--- config.mk ---
export PLATFORM = sky130hd
export DESIGN_NAME = piso_serializer_flat
export DESIGN_NICKNAME = d
export VERILOG_FILES = /design/src/rtl/piso_serializer_if.sv /design/src/rtl/piso_serializer.sv /design/src/flat_wrapper.sv
export SDC_FILE = /design/constraint.sdc
export NUM_CORES = 1
export LEC_CHECK = 0
export BUFFER_PORTS_ARGS = -buffer_cell sky130_fd_sc_hd__buf_2
export CAP_MARGIN = 25
export CORE_AREA = 4 4 51 53
export CTS_BUF_LIST = sky130_fd_sc_hd__clkbuf_16
export DETAILED_ROUTE_END_ITERATION = 7
export DIE_AREA = 0 0 55 57
export GPL_ROUTABILITY_DRIVEN = 0
export HOLD_SLACK_MARGIN = 0.12
export SYNTH_ARGS = -nofsm -noshare
export SYNTH_HDL_FRONTEND = slang
export SYNTH_SLANG_ARGS = --single-unit
--- constraint.sdc ---
create_clock -name clk -period 1.4 [get_ports clk]
set_input_delay 0.21 -clock clk [delete_from_list [all_inputs] [get_ports clk]]
set_output_delay 0.21 -clock clk [all_outputs]
set_load 0.005 [all_outputs]
--- src/rtl/piso_serializer_if.sv ---
// piso_serializer_if: load and serial handshake bundle for piso_serializer
// slave  : serializer side (takes load_valid/load_data/ser_ready, drives the rest)
// master : upstream/downstream side (drives load_valid/load_data/ser_ready)
interface piso_serializer_if #(parameter int WIDTH = 8);
  logic             load_valid;
  logic [WIDTH-1:0] load_data;
  logic             load_ready;
  logic             ser_out;
  logic             ser_valid;
  logic             ser_last;
  logic             ser_ready;
  logic             busy;
  modport slave (
    input  load_valid, load_data, ser_ready,
    output load_ready, ser_out, ser_valid, ser_last, busy
  );
  modport master (
    output load_valid, load_data, ser_ready,
    input  load_ready, ser_out, ser_valid, ser_last, busy
  );
endinterface

--- src/rtl/piso_serializer.sv ---
// piso_serializer: WIDTH-bit word in over valid/ready, shifted out LSB first
// Ports: clk, rst_n (async, active-low), bus (piso_serializer_if.slave):
//   load_valid/load_data/load_ready upstream word handshake,
//   ser_out/ser_valid/ser_last/ser_ready serial bit handshake, busy frame in progress.
// Option: define PISO_PARITY_EN to append an even-parity bit after the data bits.
module piso_serializer #(
  parameter int WIDTH = 8
) (
  input logic             clk,
  input logic             rst_n,
  piso_serializer_if.slave bus
);
`ifdef PISO_PARITY_EN
  localparam int N = WIDTH + 1;
`else
  localparam int N = WIDTH;
`endif
  localparam int CW = $clog2(WIDTH + 2);
  typedef enum logic {IDLE, SHIFT} state_t;
  state_t          state;
  logic [N-1:0]    sh;
  logic [CW-1:0]   cnt;
  logic            last;
  // Outputs depend only on state, counter and shift register, never on ready/valid inputs.
  assign last           = (state == SHIFT) && (cnt == CW'(N - 1));
  assign bus.load_ready = (state == IDLE);
  assign bus.ser_valid  = (state == SHIFT);
  assign bus.busy       = (state == SHIFT);
  assign bus.ser_out    = sh[0];
  assign bus.ser_last   = last;
  always_ff @(posedge clk or negedge rst_n) begin
    if (!rst_n) begin
      state <= IDLE;
      sh    <= '0;
      cnt   <= '0;
    end else if (state == IDLE) begin
      if (bus.load_valid) begin
`ifdef PISO_PARITY_EN
        sh    <= {^bus.load_data, bus.load_data};
`else
        sh    <= bus.load_data;
`endif
        cnt   <= '0;
        state <= SHIFT;
      end
    end else if (bus.ser_ready) begin
      // Zeros shift in, so ser_out settles to 0 once the frame drains.
      sh    <= sh >> 1;
      cnt   <= last ? '0 : cnt + 1'b1;
      state <= last ? IDLE : SHIFT;
    end
  end
endmodule

--- src/flat_wrapper.sv ---
// flat-port wrapper written by rule: the top's interface ports become plain ports
module piso_serializer_flat 
#(
  parameter int WIDTH = 8
)
  (clk, rst_n, bus_load_valid, bus_load_data, bus_ser_ready, bus_load_ready, bus_ser_out, bus_ser_valid, bus_ser_last, bus_busy);
  piso_serializer_if #(.WIDTH(WIDTH)) bus_i ();
  input logic clk;
  input logic rst_n;
  input wire logic [$bits(bus_i.load_valid)-1:0] bus_load_valid;
  input wire logic [$bits(bus_i.load_data)-1:0] bus_load_data;
  input wire logic [$bits(bus_i.ser_ready)-1:0] bus_ser_ready;
  output wire logic [$bits(bus_i.load_ready)-1:0] bus_load_ready;
  output wire logic [$bits(bus_i.ser_out)-1:0] bus_ser_out;
  output wire logic [$bits(bus_i.ser_valid)-1:0] bus_ser_valid;
  output wire logic [$bits(bus_i.ser_last)-1:0] bus_ser_last;
  output wire logic [$bits(bus_i.busy)-1:0] bus_busy;
  assign bus_i.load_valid = bus_load_valid;
  assign bus_i.load_data = bus_load_data;
  assign bus_i.ser_ready = bus_ser_ready;
  assign bus_load_ready = bus_i.load_ready;
  assign bus_ser_out = bus_i.ser_out;
  assign bus_ser_valid = bus_i.ser_valid;
  assign bus_ser_last = bus_i.ser_last;
  assign bus_busy = bus_i.busy;
  piso_serializer #(.WIDTH(WIDTH)) u_core (.clk(clk), .rst_n(rst_n), .bus(bus_i));
endmodule
==> results of run 1 <==
## power by group through the flow
stage | Sequential (W) | Clock (W) | Combinational [W]
CTS | 0.000688 | 0.000543 | 0.000525
global placement | 0.000679 | 0 | 0.000476
floorplan | 0.000651 | 0 | 0.000369
global route | 0.000704 | 0.000568 | 0.000614
finish | 0.000686 | 0.000526 | 0.000547
detailed placement | 0.000691 | 0 | 0.000498
## cell type report
| type | instances | share of cell area (%) |
|---|---|---|
| Multi-Input combinational cell | 53 | 39.4 |
| Sequential cell | 13 | 35.1 |
| Timing Repair Buffer | 21 | 12.9 |
| Clock buffer | 3 | 8.06 |
| Tap cell | 28 | 3.76 |
| Clock inverter | 1 | 0.403 |
| Inverter | 1 | 0.403 |
## final timing paths
check	start	to	slack, ns
min in group asynchronous	rst_n	u_core.cnt[2]	0.38
max in group asynchronous	rst_n	u_core.bus.busy	0.77
max	u_core.cnt[0]	bus_ser_last	0.05
max reg2reg	u_core.cnt[1]	u_core.cnt[3]	0.24
min	bus_load_data[2]	u_core.sh[2]	0.25
min reg2reg	u_core.cnt[0]	u_core.cnt[0]	0.53
## state kept, by name, indices dropped and copies added, names as in the netlist
name,count
u_core.sh,8
u_core.bus.busy,1
u_core.cnt,4
## logic make-up (layout without fill, tap and decap cells)
group                    count (synthesis)  after routing  synth area share [%]
AO/OA/AOI/OAI                           22             22                  18.5
AND/OR/NAND/NOR                         19             19                  14.4
flip-flops                              13             13                  45.0
multiplexers                            10             10                  13.8
buffers and inverters                    6             26                  5.36
adder cells (fa/ha/maj)                  1              1                  1.73
XOR/XNOR                                 1              1                  1.21
## cell usage after synthesis
library cell and n:
a211oi_1 7, nor2_1 2, nor2b_1 1, buf_6 1, a31oi_1 1, and2b_1 7, nand2_1 7, clkbuf_1 1
o22ai_1 2, inv_1 1, dfrtp_1 13, xor2_1 1, nand4_1 1, mux2i_1 10, buf_4 2, ha_1 1
o21ai_0 3, nor3_1 1, a21oi_1 8, o31ai_1 1, buf_2 1
## metal layers
layer  vias to the layer above  routed length [um]
met1                       287                 620
li1                        302                   -
met2                        18                 791
met4                         0                  64
met3                         5                  65
met5                         -                   0
## through the flow
stage                     instances  worst slack [ns]  utilization [%]
after detailed placement        113             0.257             38.1
final                           120            0.0545             43.3
after global routing            120            0.0120             43.3
after CTS                       119           0.00685             42.7
after floorplan                  72             0.285                -
after global placement          113             0.282             38.1
## worst max-delay path, stage by stage, from the launching register on
cell and delay [ns]:
dfrtp_1 0.39, ha_2 0.20, nand2_1 0.08, nor3_2 0.11
buf_2 0.13
## what timing repair did
item / in CTS / in global routing
hold buffers: 1 / 0
setup buffers: 1 / 1
endpoints found under the hold margin: 13 / 0
pin swaps: 1 / 0
cloned: 0 / 0
gates resized for setup: 1 / 2
setup endpoints to repair: 1 / 1
==> results.md, run 1 <==
* Port Buf Inserts at 16
* Vias in the first global route at 589
* Worst EP arrival at between 1 and 1.5 ns
* Pins Over Slew Limit at 0
* Grt met1 use at a little under an eighth
* Clock power share at between 20% and 30%
* Worst min path class: input pin to flip-flop
* Met2 Use GR at a little under a fifth
* Multi-input gate area at approximately 370 um^2
* R2r worst-path depth at 5
* Hold Path Cell Cnt at 3
* FF+latch area at roughly 330 um^2
* Top cell type's share of synthesized area at approximately 45%
* Deepest clock path buffer count at 2
* Rows at 17
* Initial core utilization at between 30 and 40%
* Mapped Nets at 85
* Startpoint types: flip-flop
* Fraction of layout cells with a size suffix above 1 at 28.3%
* RSZ-0062 raised after global routing: false
* Sw Pwr at 0.000551 W
* DRC at 0
* Worst Max-Slew Pin Slew at between 0.3 and 0.4 ns
* Int Pwr at ~0.0012 W
* Layout net count at approximately 110
* Leading cell type in the layout, fill and taps excluded: buf_2
* Final TNS setup at 0 ns
* Worst-Skew Late Latency at ~0.24 ns
* Routed wire per std cell at 12.9 um
* Pwr/cell area at ~1900 nW/um^2
* Vias per std cell at between 5 and 6
* Synth area leaders: dfrtp_1 (45%), mux2i_1 (14%), a211oi_1 (7.3%)
* CTS tree: built
* Syn Inst Count at 72
* Grt peak-use layer: met2
* Die height at ~57 um
* Clk_skew at approximately 0.0015 ns
* Routed wire length at around 1500 um
* F_max at about 740 MHz
* Max-slew headroom at between 70% and 80%
* ANT nets after route at 0
* Placed wire-length estimate at between 1000 and 1500 um
* H-tree depth at 1
* CP Max Fanout at 4
* Iter 0 DRT Violations at 4
* Max-cap viol count at 0
* Combinational group share of total power at between 30% and 40%
* Total track usage at a little under an eighth
* Largest net degree at the start of global routing at 18
* Clk root buf: clkbuf_16
* Largest area contributor in the synthesized netlist: dfrtp_1
* Met3 Use GR at 3.13%
* Clock Pin Slew Worst Setup and Hold Paths at 0.04 ns
* Power, Total at between 0.0015 and 0.002 W
* Die ar. at 3140 um^2
* Area grow syn2layout at 28.7%
* Post-DP Area at ~800 um^2
* CP required at between 1 and 1.5 ns
* Setup Crit Path Kind: flip-flop to primary output
* Peak VDD IR at between 0.6 and 0.7 mV
* Drt first pass iters at 4
* Seq/Total Area, Yosys at between 40% and 50%
* Setup violations, final at 0
* Reg power frac at between 30% and 40%
* Most frequent cells in the layout: buf_2 (16), dfrtp_1 (12), mux2i_1 (10)
* Period utilization at between 90 and 100%
* Net Sw Frac at a little under a third
* Mapped Area at approximately 720 um^2
* # IOs at 17
* Unique masters post-synth at 21
* Initial antenna violation count at 0
* Min Tclk post-route at approximately 1.3 ns
* Avg Cell Area, Syn at 10.0 um^2
* First-pass GRT wire length at about 2500 um
* Hold WS at about 0.25 ns
* Die Wd at ~55 um
* CP Capture Type: primary output
* CTS Buf Count at 3
* Clock Sinks at 13
* Count of state elements after synthesis at 13
* Vias at around 610
* Ys Warns at 0
* Endpoints failing hold at 0
* Antenna diode count at 0
* Core Region at around 2100 um^2
* GR Overflow Total at 0
* Number of fill cells at between 200 and 250
* Status: finished clean
* Leak at between 0.4 and 0.5 nW
* Post-route cell area at between 900 and 1000 um^2
No activity file was read; power rests on OpenSTA's default activity.
==> run 2, diff against run 1 <==
Settings changed: BUFFER_PORTS_ARGS -buffer_cell sky130_fd_sc_hd__buf_2 to -buffer_cell sky130_fd_sc_hd__buf_4, CTS_BUF_LIST sky130_fd_sc_hd__clkbuf_16 to default, MAX_ROUTING_LAYER from default to met4.
==> results.md, run 2 (synthesized netlist as in run 1, its figures left out) <==
* Status: finished clean
* Port Buf Inserts at 16
* Peak VDD IR at 0.532 mV
* Period utilization at a little over nine tenths
* Worst Max-Slew Pin Slew at around 0.25 ns
* Die ar. at 3140 um^2
* Max reg flops at 8
* Hold path start: bus_load_data[2]
* Max-slew headroom at approximately 83%
* DP Worst Slack at roughly 0.23 ns
* Clock Pin Slew Worst Setup and Hold Paths at ~0.08 ns
* Number of fill cells at between 200 and 250
* Initial core utilization at around 34%
* Most frequent cells in the layout: buf_4 (21), dfrtp_1 (12), mux2i_1 (10)
* Worst min path class: input pin to flip-flop
* Layout net count at 107
* CTS tree: built
* Worst EP arrival at between 1 and 1.5 ns
* Vias at 598
* Setup violations, final at 0
* Vias in the first global route at 570
* Max-cap viol count at 0
* CP Capture Type: primary output
* Grt peak-use layer: met2
* Grt met1 use at 12.8%
* CP required at 1.19 ns
* Placed Cells at 112
* Routed wire length at ~1500 um
* Area grow syn2layout at 28.4%
* Iter 0 DRT Violations at 4
* Met3 Use GR at under 10%
* RR Endpoint: u_core.cnt[3]
* Met2 Use GR at approximately 17%
* DRC at 0
* Initial antenna violation count at 0
* Worst-Skew Late Latency at 0.27 ns
* Min Tclk post-route at approximately 1.3 ns
* R2r worst-path depth at 5
* Final core occ at a little over two fifths
* Die height at 57 um
* Pwr/cell area at 1620 nW/um^2
* Die Wd at 55 um
* RR Startpoint: u_core.cnt[1]
* First-pass GRT wire length at between 2000 and 2500 um
* RSZ-0062 raised after global routing: true
* Core Region at between 2000 and 2500 um^2
* H-tree depth at 1
* Largest net degree at the start of global routing at 18
* Placed wire-length estimate at around 1000 um
* Worst R2R Setup Slack at between 0.2 and 0.25 ns
* Leading cell type in the layout, fill and taps excluded: buf_4
* Hold Path Cell Cnt at 3
* ANT nets after route at 0
* Worst Hold Path EP: u_core.sh[2]
* CTS Buf Count at 3
* Clk root buf: clkbuf_4
* CP Max Fanout at 3
* Final worst setup slack at 0.0590 ns
* Pins Over Slew Limit at 0
* Clk_skew at ~0.0011 ns
* Vias per std cell at around 4.9
* Setup Crit Path Kind: flip-flop to primary output
* Deepest clock path buffer count at 2
* Drt first pass iters at 4
* Clock Sinks at 13
* F_max at ~750 MHz
* Post-Layout Cell Count at roughly 120
* Fraction of layout cells with a size suffix above 1 at between 30% and 40%
* Leak at between 0.4 and 0.5 nW
* # IOs at 17
* Endpoints failing hold at 0
* Startpoint types: flip-flop
* Antenna diode count at 0
* Biggest register: u_core.sh
* Routed wire per std cell at 12.2 um
* GR Overflow Total at 0
* Total track usage at approximately 11%
* Rows at 17
-- run 2: cell types whose count changed in the layout (fill, tap and decap cells not counted), sizes merged --
cell,change
buf,+1
clkbuf,+1
inv,-1
-- run 2: worst max-delay path, stage by stage, from the launching register on --
cell     delay (ns)
dfrtp_1        0.36
ha_2           0.21
nand2_2        0.06
nor3_2         0.10
buf_4          0.12
-- run 2: metal layers --
layer | part of all wire (%) | vias to the layer above
met5 | 0 | -
met2 | 47 | 9
met1 | 48 | 282
met4 | 1.5 | 0
met3 | 2.6 | 2
li1 | - | 305
-- run 2: where the power goes --
group | total [W] | switching, W | leakage [nW] | internal, W
sequential | 0.000675 | 0.000137 | 0.160 | 0.000538
clock | 0.000233 | 0.000123 | 0.0150 | 0.000110
combinational | 0.000597 | 0.000258 | 0.278 | 0.000338
-- run 2: worst max-delay path by stage --
stage	from	to	slack (ns)
after floorplan	u_core.bus.busy	bus_ser_last	0.28
after global placement	u_core.bus.busy	bus_ser_last	0.24
after detailed placement	u_core.bus.busy	bus_ser_last	0.23
after CTS	u_core.bus.busy	bus_ser_last	0.006
after global routing	u_core.cnt[1]	bus_ser_last	-0.03
final	u_core.cnt[1]	bus_ser_last	0.06
-- run 2: per-stage QoR --
stage	TNS [ns]	power [W]	hold slack, ns	cell area [um^2]
after floorplan	0	0.00102	-0.0856	723
after global placement	0	0.00119	0.0665	851
after detailed placement	0	0.00120	0.0648	851
after CTS	0	0.00148	0.192	903
after global routing	-0.0337	0.00165	0.199	928
final	0	0.00150	0.196	928
-- run 2: repair_timing --
action | CTS | global route
buffers inserted | 2 | 2
endpoints found under the hold margin | 13 | 0
endpoints found under the setup margin | 1 | 1
resized for setup | 1 | 4
hold buffers | 1 | 0
pin swaps | 0 | 1
-- run 2: layout make-up --
class	instances	area, um^2	area share (%)
clock buffers	4	26.3	2.83
inverters	1	3.75	0.404
multi-input cells	53	369	39.8
flip-flops and latches	13	327	35.2
well taps	28	35.0	3.77
repair buffers	22	168	18.1
